**config.mk**
```make
export PLATFORM = sky130hd
export DESIGN_NAME = layer_sequencer_flat
export DESIGN_NICKNAME = d
export VERILOG_FILES = /design/src/rtl/layer_sequencer_if.sv /design/src/rtl/layer_sequencer.sv /design/src/flat_wrapper.sv
export SDC_FILE = /design/constraint.sdc
export NUM_CORES = 1
export LEC_CHECK = 0
export CAP_MARGIN = 20
export CORE_ASPECT_RATIO = 1.5
export CORE_MARGIN = 5
export CORE_UTILIZATION = 55
export CTS_BUF_LIST = sky130_fd_sc_hd__clkbuf_2
export DETAILED_ROUTE_END_ITERATION = 6
export GPL_TIMING_DRIVEN = 0
export PLACE_DENSITY = 0.79
export SLEW_MARGIN = 20
export SYNTH_ARGS = -nofsm -noshare
export SYNTH_HDL_FRONTEND = slang
export SYNTH_SLANG_ARGS = --single-unit
export TNS_END_PERCENT = 100
```
**constraint.sdc**
```tcl
create_clock -name clk -period 7.8 [get_ports clk]
set_input_delay 1.56 -clock clk [delete_from_list [all_inputs] [get_ports clk]]
set_output_delay 1.56 -clock clk [all_outputs]
set_load 0.03 [all_outputs]
```
**src/rtl/layer_sequencer_if.sv**
```systemverilog
// Memory-side bus of the layer sequencer: activation read (proc1), result write (proc2)
// and weight fetch. The sequencer uses the master modport, the caches/weight store the slave.
interface layer_sequencer_if #(
  parameter int unsigned DATA_W = 16,
  parameter int unsigned ADDR_W = 16
);
  logic [ADDR_W-1:0] proc1_Addr;
  logic              proc1_WE;
  logic [DATA_W-1:0] proc1_DataOut;
  logic [ADDR_W-1:0] proc2_Addr;
  logic [DATA_W-1:0] proc2_DataIn;
  logic              proc2_WE;
  logic [ADDR_W-1:0] weight_Addr;
  logic [DATA_W-1:0] weight_Data;

  modport master (
    output proc1_Addr, proc1_WE, proc2_Addr, proc2_DataIn, proc2_WE, weight_Addr,
    input  proc1_DataOut, weight_Data
  );

  modport slave (
    input  proc1_Addr, proc1_WE, proc2_Addr, proc2_DataIn, proc2_WE, weight_Addr,
    output proc1_DataOut, weight_Data
  );
endinterface

```
**src/rtl/layer_sequencer.sv**
```systemverilog
// Layer sequencer: walks every neuron of every layer, accumulating a fixed-point dot product
// and ping-ponging the caches. Define LAYER_SEQ_RELU_EN to clamp negative results to zero.
module layer_sequencer #(
  parameter int unsigned DATA_W = 16,
  parameter int unsigned ADDR_W = 16,
  parameter int unsigned FRAC   = 8,
  parameter int unsigned ACC_W  = 40
) (
  input  logic                clk,
  input  logic                rst,
  input  logic                start,
  input  logic [ADDR_W-1:0]   numIn,
  input  logic [ADDR_W-1:0]   numOut,
  input  logic [7:0]          numLayers,
  layer_sequencer_if.master   bus,
  output logic                cacheSecond,
  output logic                critical,
  output logic                busy,
  output logic                done,
  output logic [7:0]          layerIdx
);

  localparam int unsigned ProdW = 2 * DATA_W;

  localparam logic signed [ACC_W-1:0] SatMax =
    {{(ACC_W - DATA_W + 1){1'b0}}, {(DATA_W - 1){1'b1}}};
  localparam logic signed [ACC_W-1:0] SatMin =
    {{(ACC_W - DATA_W + 1){1'b1}}, {(DATA_W - 1){1'b0}}};

  typedef enum logic [2:0] {
    StIdle,
    StFetch,
    StDrain,
    StWrite,
    StSwap,
    StDone
  } state_e;

  state_e                    r_state;
  logic [ADDR_W-1:0]         r_num_in;
  logic [ADDR_W-1:0]         r_num_out;
  logic [7:0]                r_num_layers;
  logic [ADDR_W-1:0]         r_i;
  logic [ADDR_W-1:0]         r_j;
  logic [ADDR_W-1:0]         r_waddr;
  logic signed [ACC_W-1:0]   r_acc;
  logic                      r_pend;
  logic [DATA_W-1:0]         r_wdata;
  logic                      r_cache_second;
  logic [7:0]                r_layer;

  logic signed [ProdW-1:0]   w_prod;
  logic signed [ACC_W-1:0]   w_prod_ext;
  logic signed [ACC_W-1:0]   w_acc_sum;
  logic signed [ACC_W-1:0]   w_shifted;
  logic [DATA_W-1:0]         w_sat;
  logic [DATA_W-1:0]         w_result;
  logic [ADDR_W-1:0]         w_j_next;
  logic [7:0]                w_layer_next;

  // Product of the pair whose addresses were issued last cycle.
  assign w_prod       = $signed(bus.proc1_DataOut) * $signed(bus.weight_Data);
  assign w_prod_ext   = {{(ACC_W - ProdW){w_prod[ProdW-1]}}, w_prod};
  assign w_acc_sum    = r_acc + w_prod_ext;
  assign w_shifted    = w_acc_sum >>> FRAC;
  assign w_j_next     = r_j + {{(ADDR_W - 1){1'b0}}, 1'b1};
  assign w_layer_next = r_layer + 8'd1;

  always_comb begin
    w_sat = w_shifted[DATA_W-1:0];
    if (w_shifted > SatMax) begin
      w_sat = SatMax[DATA_W-1:0];
    end else if (w_shifted < SatMin) begin
      w_sat = SatMin[DATA_W-1:0];
    end
  end

`ifdef LAYER_SEQ_RELU_EN
  assign w_result = w_sat[DATA_W-1] ? '0 : w_sat;
`else
  assign w_result = w_sat;
`endif

  always_ff @(posedge clk) begin
    if (rst) begin
      r_state        <= StIdle;
      r_num_in       <= '0;
      r_num_out      <= '0;
      r_num_layers   <= '0;
      r_i            <= '0;
      r_j            <= '0;
      r_waddr        <= '0;
      r_acc          <= '0;
      r_pend         <= 1'b0;
      r_wdata        <= '0;
      r_cache_second <= 1'b0;
      r_layer        <= '0;
    end else begin
      unique case (r_state)
        StIdle: begin
          if (start) begin
            r_num_in     <= numIn;
            r_num_out    <= numOut;
            r_num_layers <= numLayers;
            r_i          <= '0;
            r_j          <= '0;
            r_waddr      <= '0;
            r_acc        <= '0;
            r_pend       <= 1'b0;
            r_wdata      <= '0;
            r_layer      <= '0;
            if (numLayers == 8'd0) begin
              r_state <= StDone;
            end else if (numOut == '0) begin
              r_state <= StSwap;
            end else if (numIn == '0) begin
              r_state <= StWrite;
            end else begin
              r_state <= StFetch;
            end
          end
        end

        StFetch: begin
          if (r_pend) begin
            r_acc <= w_acc_sum;
          end
          r_pend  <= 1'b1;
          r_i     <= r_i + {{(ADDR_W - 1){1'b0}}, 1'b1};
          r_waddr <= r_waddr + {{(ADDR_W - 1){1'b0}}, 1'b1};
          if (r_i == r_num_in - {{(ADDR_W - 1){1'b0}}, 1'b1}) begin
            r_state <= StDrain;
          end
        end

        StDrain: begin
          r_wdata <= w_result;
          r_pend  <= 1'b0;
          r_state <= StWrite;
        end

        StWrite: begin
          // Cleared so a following zero-input neuron writes 0.
          r_wdata <= '0;
          r_acc   <= '0;
          r_i     <= '0;
          r_j     <= w_j_next;
          if (w_j_next == r_num_out) begin
            r_state <= StSwap;
          end else if (r_num_in == '0) begin
            r_state <= StWrite;
          end else begin
            r_state <= StFetch;
          end
        end

        StSwap: begin
          r_cache_second <= ~r_cache_second;
          r_layer        <= w_layer_next;
          r_j            <= '0;
          if (w_layer_next == r_num_layers) begin
            r_state <= StDone;
          end else if (r_num_out == '0) begin
            r_state <= StSwap;
          end else if (r_num_in == '0) begin
            r_state <= StWrite;
          end else begin
            r_state <= StFetch;
          end
        end

        StDone: begin
          r_state <= StIdle;
        end

        default: begin
          r_state <= StIdle;
        end
      endcase
    end
  end

  assign bus.proc1_Addr   = r_i;
  assign bus.proc1_WE     = 1'b0;
  assign bus.weight_Addr  = r_waddr;
  assign bus.proc2_Addr   = r_j;
  assign bus.proc2_DataIn = r_wdata;
  assign bus.proc2_WE     = (r_state == StWrite);

  assign busy        = (r_state != StIdle) && (r_state != StDone);
  assign critical    = busy;
  assign done        = (r_state == StDone);
  assign cacheSecond = r_cache_second;
  assign layerIdx    = r_layer;

endmodule

```
**src/flat_wrapper.sv**
```systemverilog
// flat-port wrapper written by rule: the top's interface ports become plain ports
module layer_sequencer_flat 
#(
  parameter int unsigned DATA_W = 16,
  parameter int unsigned ADDR_W = 16,
  parameter int unsigned FRAC   = 8,
  parameter int unsigned ACC_W  = 40
)
  (clk, rst, start, numIn, numOut, numLayers, cacheSecond, critical, busy, done, layerIdx, bus_proc1_Addr, bus_proc1_WE, bus_proc2_Addr, bus_proc2_DataIn, bus_proc2_WE, bus_weight_Addr, bus_proc1_DataOut, bus_weight_Data);
  layer_sequencer_if #(.DATA_W(DATA_W), .ADDR_W(ADDR_W)) bus_i ();
  input  logic clk;
  input  logic rst;
  input  logic start;
  input  logic [ADDR_W-1:0] numIn;
  input  logic [ADDR_W-1:0] numOut;
  input  logic [7:0] numLayers;
  output logic cacheSecond;
  output logic critical;
  output logic busy;
  output logic done;
  output logic [7:0] layerIdx;
  output wire logic [$bits(bus_i.proc1_Addr)-1:0] bus_proc1_Addr;
  output wire logic [$bits(bus_i.proc1_WE)-1:0] bus_proc1_WE;
  output wire logic [$bits(bus_i.proc2_Addr)-1:0] bus_proc2_Addr;
  output wire logic [$bits(bus_i.proc2_DataIn)-1:0] bus_proc2_DataIn;
  output wire logic [$bits(bus_i.proc2_WE)-1:0] bus_proc2_WE;
  output wire logic [$bits(bus_i.weight_Addr)-1:0] bus_weight_Addr;
  input wire logic [$bits(bus_i.proc1_DataOut)-1:0] bus_proc1_DataOut;
  input wire logic [$bits(bus_i.weight_Data)-1:0] bus_weight_Data;
  assign bus_proc1_Addr = bus_i.proc1_Addr;
  assign bus_proc1_WE = bus_i.proc1_WE;
  assign bus_proc2_Addr = bus_i.proc2_Addr;
  assign bus_proc2_DataIn = bus_i.proc2_DataIn;
  assign bus_proc2_WE = bus_i.proc2_WE;
  assign bus_weight_Addr = bus_i.weight_Addr;
  assign bus_i.proc1_DataOut = bus_proc1_DataOut;
  assign bus_i.weight_Data = bus_weight_Data;
  layer_sequencer #(.DATA_W(DATA_W), .ADDR_W(ADDR_W), .FRAC(FRAC), .ACC_W(ACC_W)) u_core (.clk(clk), .rst(rst), .start(start), .numIn(numIn), .numOut(numOut), .numLayers(numLayers), .bus(bus_i), .cacheSecond(cacheSecond), .critical(critical), .busy(busy), .done(done), .layerIdx(layerIdx));
endmodule
```
# Yosys cells after proc, flatten, opt, wreduce, memory -nomap -nowiden
# Index checks and enable logic that the tools add are counted.
[word_totals] regBits=157 latch_bits=0 mem_bits_rw=0 mem_bits_ro=0 in_bits=75 out_inout_bits=78 elab_cells=81 mem_count=0
[op_classes] n_addsub=6 n_mul=1 n_div=0 order_cmp=2 n_eq_ne=12 shifts=0 muxes=24 bitwise=1 reduce_logical=23
[op_table] op="16-bit one-hot mux with 3 select lines" n=3
[op_table] op="40-bit one-hot mux with 3 select lines" n=1
[op_table] op="40-bit two-way mux" n=2
[op_table] op="16-bit logical NOT" n=4
[op_table] op="16-bit by 1-bit adder with 16-bit output (second input constant)" n=3
[op_table] op="16-bit two-way mux" n=3
[op_table] op="40-bit by 32-bit adder with 40-bit output" n=1
[op_table] op="16-bit equality test" n=2
[op_table] op="32-bit by 16-bit greater-than comparator with 1-bit output (second input constant)" n=1
[op_table] op="32-bit by 16-bit less-than comparator with 1-bit output (second input constant)" n=1
[op_table] op="16-bit by 16-bit multiplier with 32-bit output" n=1
[op_table] op="16-bit one-hot mux with 2 select lines" n=1
[op_table] op="3-bit two-way mux" n=7
[op_table] op="8-bit one-hot mux with 2 select lines" n=1
[op_table] op="2-bit AND reduction" n=8
[op_table] op="16-bit by 1-bit subtractor with 16-bit output (second input constant)" n=1
[op_table] op="3-bit one-hot mux with 5 select lines" n=1
[op_table] op="3-bit nonzero test" n=5
[op_table] op="8-bit by 1-bit adder with 8-bit output (second input constant)" n=1
[op_table] op="8-bit equality test" n=1
[op_table] op="8-bit logical NOT" n=1
[op_table] op="8-bit two-way mux" n=1
[op_table] op="3-bit by 2-bit equality test with 1-bit output (second input constant)" n=2
[op_table] op="3-bit equality test (second input constant)" n=2
[op_table] op="12 further kinds" n=15

# Longest topological paths before layout
[depth] word_depth=6 depth_mapped=29 ltp_nobuf=26

# Least setup slack after synthesis
# OpenSTA, ideal clock, no wires.
[synth_timing] path_kind="input-to-reg" startpoint="input bus_proc1_DataOut[15]" endpoint="register u_core.r_wdata[11] (netlist: u_core.bus.proc2_DataIn[11])" setup_time_ns=0.147 t_arrival_ns=8.233 required_time_ns=7.653 slack_ns=-0.580 cell_stages=27 path_buffers=3 path_cell_list="clkbuf_1 -> nand2_1 -> fa_1 -> inv_1 -> fa_1 -> inv_1 -> fa_1 -> inv_1 -> fa_1 -> fa_1 -> inv_1 -> fa_1 -> inv_1 -> ha_1 -> or2_1 -> a21oi_1 -> o31ai_1 -> or2_1 -> clkbuf_1 -> or3_1 -> a211oi_1 -> nand4_1 -> nor4_1 -> a22oi_2 -> buf_2 -> a21oi_1 -> a221oi_2"
[synth_via] elab_chain_len=6 elab_cells_between_ends=7 cone_classes="1 x add/sub; 1 x mul; 2 x order compare; 3 x mux"
[synth_lines] element="start: declaration" line="flat_wrapper.sv:28" text="input wire logic [$bits(bus_i.proc1_DataOut)-1:0] bus_proc1_DataOut;"
[synth_lines] element="16-bit by 16-bit multiplier with 32-bit output *" line="layer_sequencer.sv:62" text="assign w_prod = $signed(bus.proc1_DataOut) * $signed(bus.weight_Data);"
[synth_lines] element="40-bit by 32-bit adder with 40-bit output *" line="layer_sequencer.sv:64" text="assign w_acc_sum = r_acc + w_prod_ext;"
[synth_lines] element="32-bit by 16-bit less-than comparator with 1-bit output" line="layer_sequencer.sv:73" text="end else if (w_shifted < SatMin) begin"
[synth_lines] element="16-bit two-way mux" line="layer_sequencer.sv:73"
[synth_lines] element="16-bit two-way mux *" line="layer_sequencer.sv:71" text="if (w_shifted > SatMax) begin"
[synth_lines] element="16-bit one-hot mux with 3 select lines *" line="layer_sequencer.sv:99" text="unique case (r_state)"
[synth_lines] element="end signal: assignment" line="layer_sequencer.sv:137" text="r_wdata <= w_result;"
[synth_lines] element="end: declaration" line="layer_sequencer.sv:48" text="logic [DATA_W-1:0] r_wdata;"
# Every way passes the cells marked *; elsewhere a longest branch is shown, timed or not.
# A chain may end at the register's enable or synchronous reset.

# Worst setup path after layout
[layout_timing] startpoint="input bus_proc1_DataOut[15]" endpoint="register u_core.r_wdata[9] (netlist: u_core.bus.proc2_DataIn[9])"
# The elaborated chain is that of the path after synthesis.

==> summary.md <==
| Metric | Value |
|---|---|
| Clk_skew | 37.79 ps |
| Fin. max-slew vios | 0 |
| HPWL after DPL | 51470 µm |
| Placed cell count | 3002 |
| Global-route wire length before repair | 101600 µm |
| Slowest stage delay, CP | 630 ps |
| Synth Flop Type | dfxtp_1 |
| Drt wl/cell | 20.61 µm |
| Sequential Area | ~3100 µm² |
| Worst Path Required | 8580 ps |
| Asr flop ratio synth | 0% |
| First-pass DRT Iterations | 6 |
| WP buf/inv | 11 |
| Die height | 245.2 µm |
| CP dominant cell by count | fa_1 |
| Die Width | roughly 170 µm |
| Sequential fraction of the synthesis area | between 10% and 20% |
| Number of CTS-inserted buffers | 17 |
| Setup crit end kind | flip-flop |
| Initial core utilization | 55.42% |
| Initial antenna violation count | 3 |
| Setup ws final | -56.05 ps |
| Layout cell share with drive strength beyond 1 | between 10% and 20% |
| Ports | 153 |
| Core ar. | about 37000 µm² |
| Number of flops mapped to enable cells by yosys | 0 |
| # DRC | 0 |
| Tot GR Track Use | 31.64% |
| Worst Path Arrival | 8640 ps |
| Slew @ Worst Pin | 865.5 ps |
| Drt total wl | between 60000 and 70000 µm |
| Tmin final | 7856 ps |
| Outcome | finished, violations left |
| F_max | 127.3 MHz |
| RSZ-0062 raised after global routing | true |
| Final setup TNS | -225.2 ps |
| Fillcell total | 3039 |
| Ys Warns | 0 |
| Vias in the first global route | 19240 |
| Max Cap Viol | 0 |
| Syn Std Cell Area | 20280 µm² |
| Slowest-stage cell, CP | fa_2 |
| Synthesized flop and latch total | 157 |
| Number of cell rows | 86 |
| Vias per inst | 5.712 |
| Count of final setup violators | 7 |
| Antenna Nets Post-Route | 0 |
| HP Class | reg -> reg |
| Largest net degree at the start of global routing | 22 |
| Detailed-route via count | roughly 18000 |
| CTS Sinks | 157 |
| Critical path class | in -> reg |
| PortBufs | 150 |
| Clock slew at reported path FFs | 260 ps |
| Final #Nets | ~3100 |
| Placer Congestion | 0.9927 |
| Area delta synth->final | 20.68% |
| Syn Area/Cell | ~8.6 µm² |
| Netlist cell types | 79 |
| Final Hold Fails | 0 |
| CTS H-tree lvls | 4 |
| Die area | around 41000 µm² |
| Period utilization | 100.7% |
| Worst slew margin | 42.30% |
| Layout Cells excl Fill | 3117 |
| Clk Latency, worst-skew pair | 870 ps |
| Startpoint Class | primary input |
| Max Buffers Root-to-Sink | 2 |
| CP max FO | 7 |
| Mapped Nets | between 2000 and 3000 |
| Failing checks | setup timing |
| GRT overflow | 0 |
| Area of the multi-input gates | 15970 µm² |
| Cells after Synth | 2368 |
| Kind of cell adding the most delay to the critical path | adder cells |
| First DRT Iteration DRCs | 1067 |
| CTS root buf | clkbuf_2 |
| CTS tree | done |
-- final cells by class --
cell class,instances,share of cell area (%)
antenna,2,0.02045
buffer,93,3.139
clock buffer,17,0.3477
clock inverter,15,0.5982
inverter,417,6.447
multi-input combinational,1696,65.28
sequential,157,12.84
tap,484,2.475
timing repair buffer,235,8.820
timing repair inverter,1,0.03068
-- placed cells by master (no fill, tap or decap), drive strengths merged, types with 21 or more instances in the layout --
master	synthesis	final
nand2	290	290
xor2	41	41
clkbuf	86	103
clkdlybuf4s50	0	119
a21oi	135	135
nor2	159	159
nor4	21	21
xnor2	63	63
nand3	47	47
buf	12	122
a22oi	44	44
fa	330	330
inv	417	425
nor3	30	30
ha	120	120
and2	127	127
o21ai	71	71
dfxtp	157	157
-- worst reg2reg max path, cell delays in order (launching register included) --
cell      delay, ps
dfxtp_1         410
inv_1            80
fa_1            430
inv_1           100
fa_1            440
fa_1            510
fa_1            610
inv_2            50
fa_1            520
inv_2            60
ha_4            260
buf_6            90
and4_4          230
and4_4          260
o211ai_1        100
buf_4           170
and2_4          160
a211oi_4        280
nand4_1         210
nor4bb_4        310
nand4_1         190
nor4b_4         310
buf_6           160
buf_12          110
buf_12          110
o21ai_4          60
a221oi_2        230
-- Yosys cell counts, drive strengths merged, types with 11 or more instances --
library cell  number  area, µm²
xor2              41      359.1
a211oi            11      100.1
nor2             159      596.8
nand3             47      235.2
a21oi            135      675.7
nand2            290       1089
inv              417       1565
or3               14      87.58
ha               120       1501
xnor2             63      551.8
o21ai             71      359.1
and3              18      117.6
and2             127      794.5
nor4              21      131.4
buf               12      73.81
a22oi             44      335.3
clkbuf            86      322.8
a221oi            16      202.7
nor3              30      150.1
dfxtp            157       3143
fa               330       6606
nand4             17      106.4
-- per-layer routing --
layer / GRT usage (%) / up-vias / part of all wire (%)
li1: - / 8061 / -
met1: 31.26 / 8732 / 33
met2: 59.26 / 718 / 53
met3: 6.203 / 294 / 5.7
met4: 21.31 / 0 / 8.5
met5: 0 / - / 0
-- cell families (layout without fill, tap and decap cells) --
kind of cell	after synthesis	after routing	synth area share, %
other	1	3	0.01849
buffers and inverters	515	778	9.675
adder cells (fa/ha/maj)	450	450	39.99
XOR/XNOR	104	104	4.492
AND/OR/NAND/NOR	767	767	17.97
AO/OA/AOI/OAI	369	369	12.09
flip-flops	157	157	15.50
multiplexers	5	5	0.2592
-- flip-flops by register name, summed over array words and instances, names as in the netlist --
signal and cells:
u_core.bus.proc1_Addr 16, u_core.bus.proc2_Addr 16, u_core.bus.proc2_DataIn 16, u_core.bus.weight_Addr 16
u_core.cacheSecond 1, u_core.layerIdx 8, u_core.r_acc 40, u_core.r_num_in 16
u_core.r_num_layers 8, u_core.r_num_out 16, u_core.r_pend 1, u_core.r_state 3
-- final timing paths --
| kind | from | end | slack [ps] | cells after the start |
|---|---|---|---|---|
| worst max-delay path | bus_proc1_DataOut[15] | u_core.bus.proc2_DataIn[9] | -60 | 30 |
| worst min-delay path | u_core.r_num_layers[3] | u_core.r_num_layers[3] | 490 | 2 |
| worst max register to register | u_core.r_acc[15] | u_core.bus.proc2_DataIn[9] | 1270 | 26 |
| worst min register to register | u_core.r_num_layers[3] | u_core.r_num_layers[3] | 490 | 2 |
-- per-stage QoR --
step	cell area, µm²	worst slack [ps]	hold slack (ps)	utilization [%]
global route	24470	-203.2	523.0	66.88
detailed placement	22810	-2290	468.5	62.36
global placement	22810	-2177	458.9	62.34
floorplan	20700	-146.5	448.1	-
finish	24470	-56.05	493.5	66.89
CTS	23950	2.188	494.9	65.46
-- timing repair --
action                     in CTS  in global routing
hold buffers                    0                  0
gates resized for setup       309                 73
buffers inserted               44                 39
gates cloned                    4                  0
setup endpoints to repair      21                 16
pin swaps                      68                 74
Power is left out: the tool's default activity adds up to more than one toggle a clock period on the data nets, which glitch-free logic cannot reach.
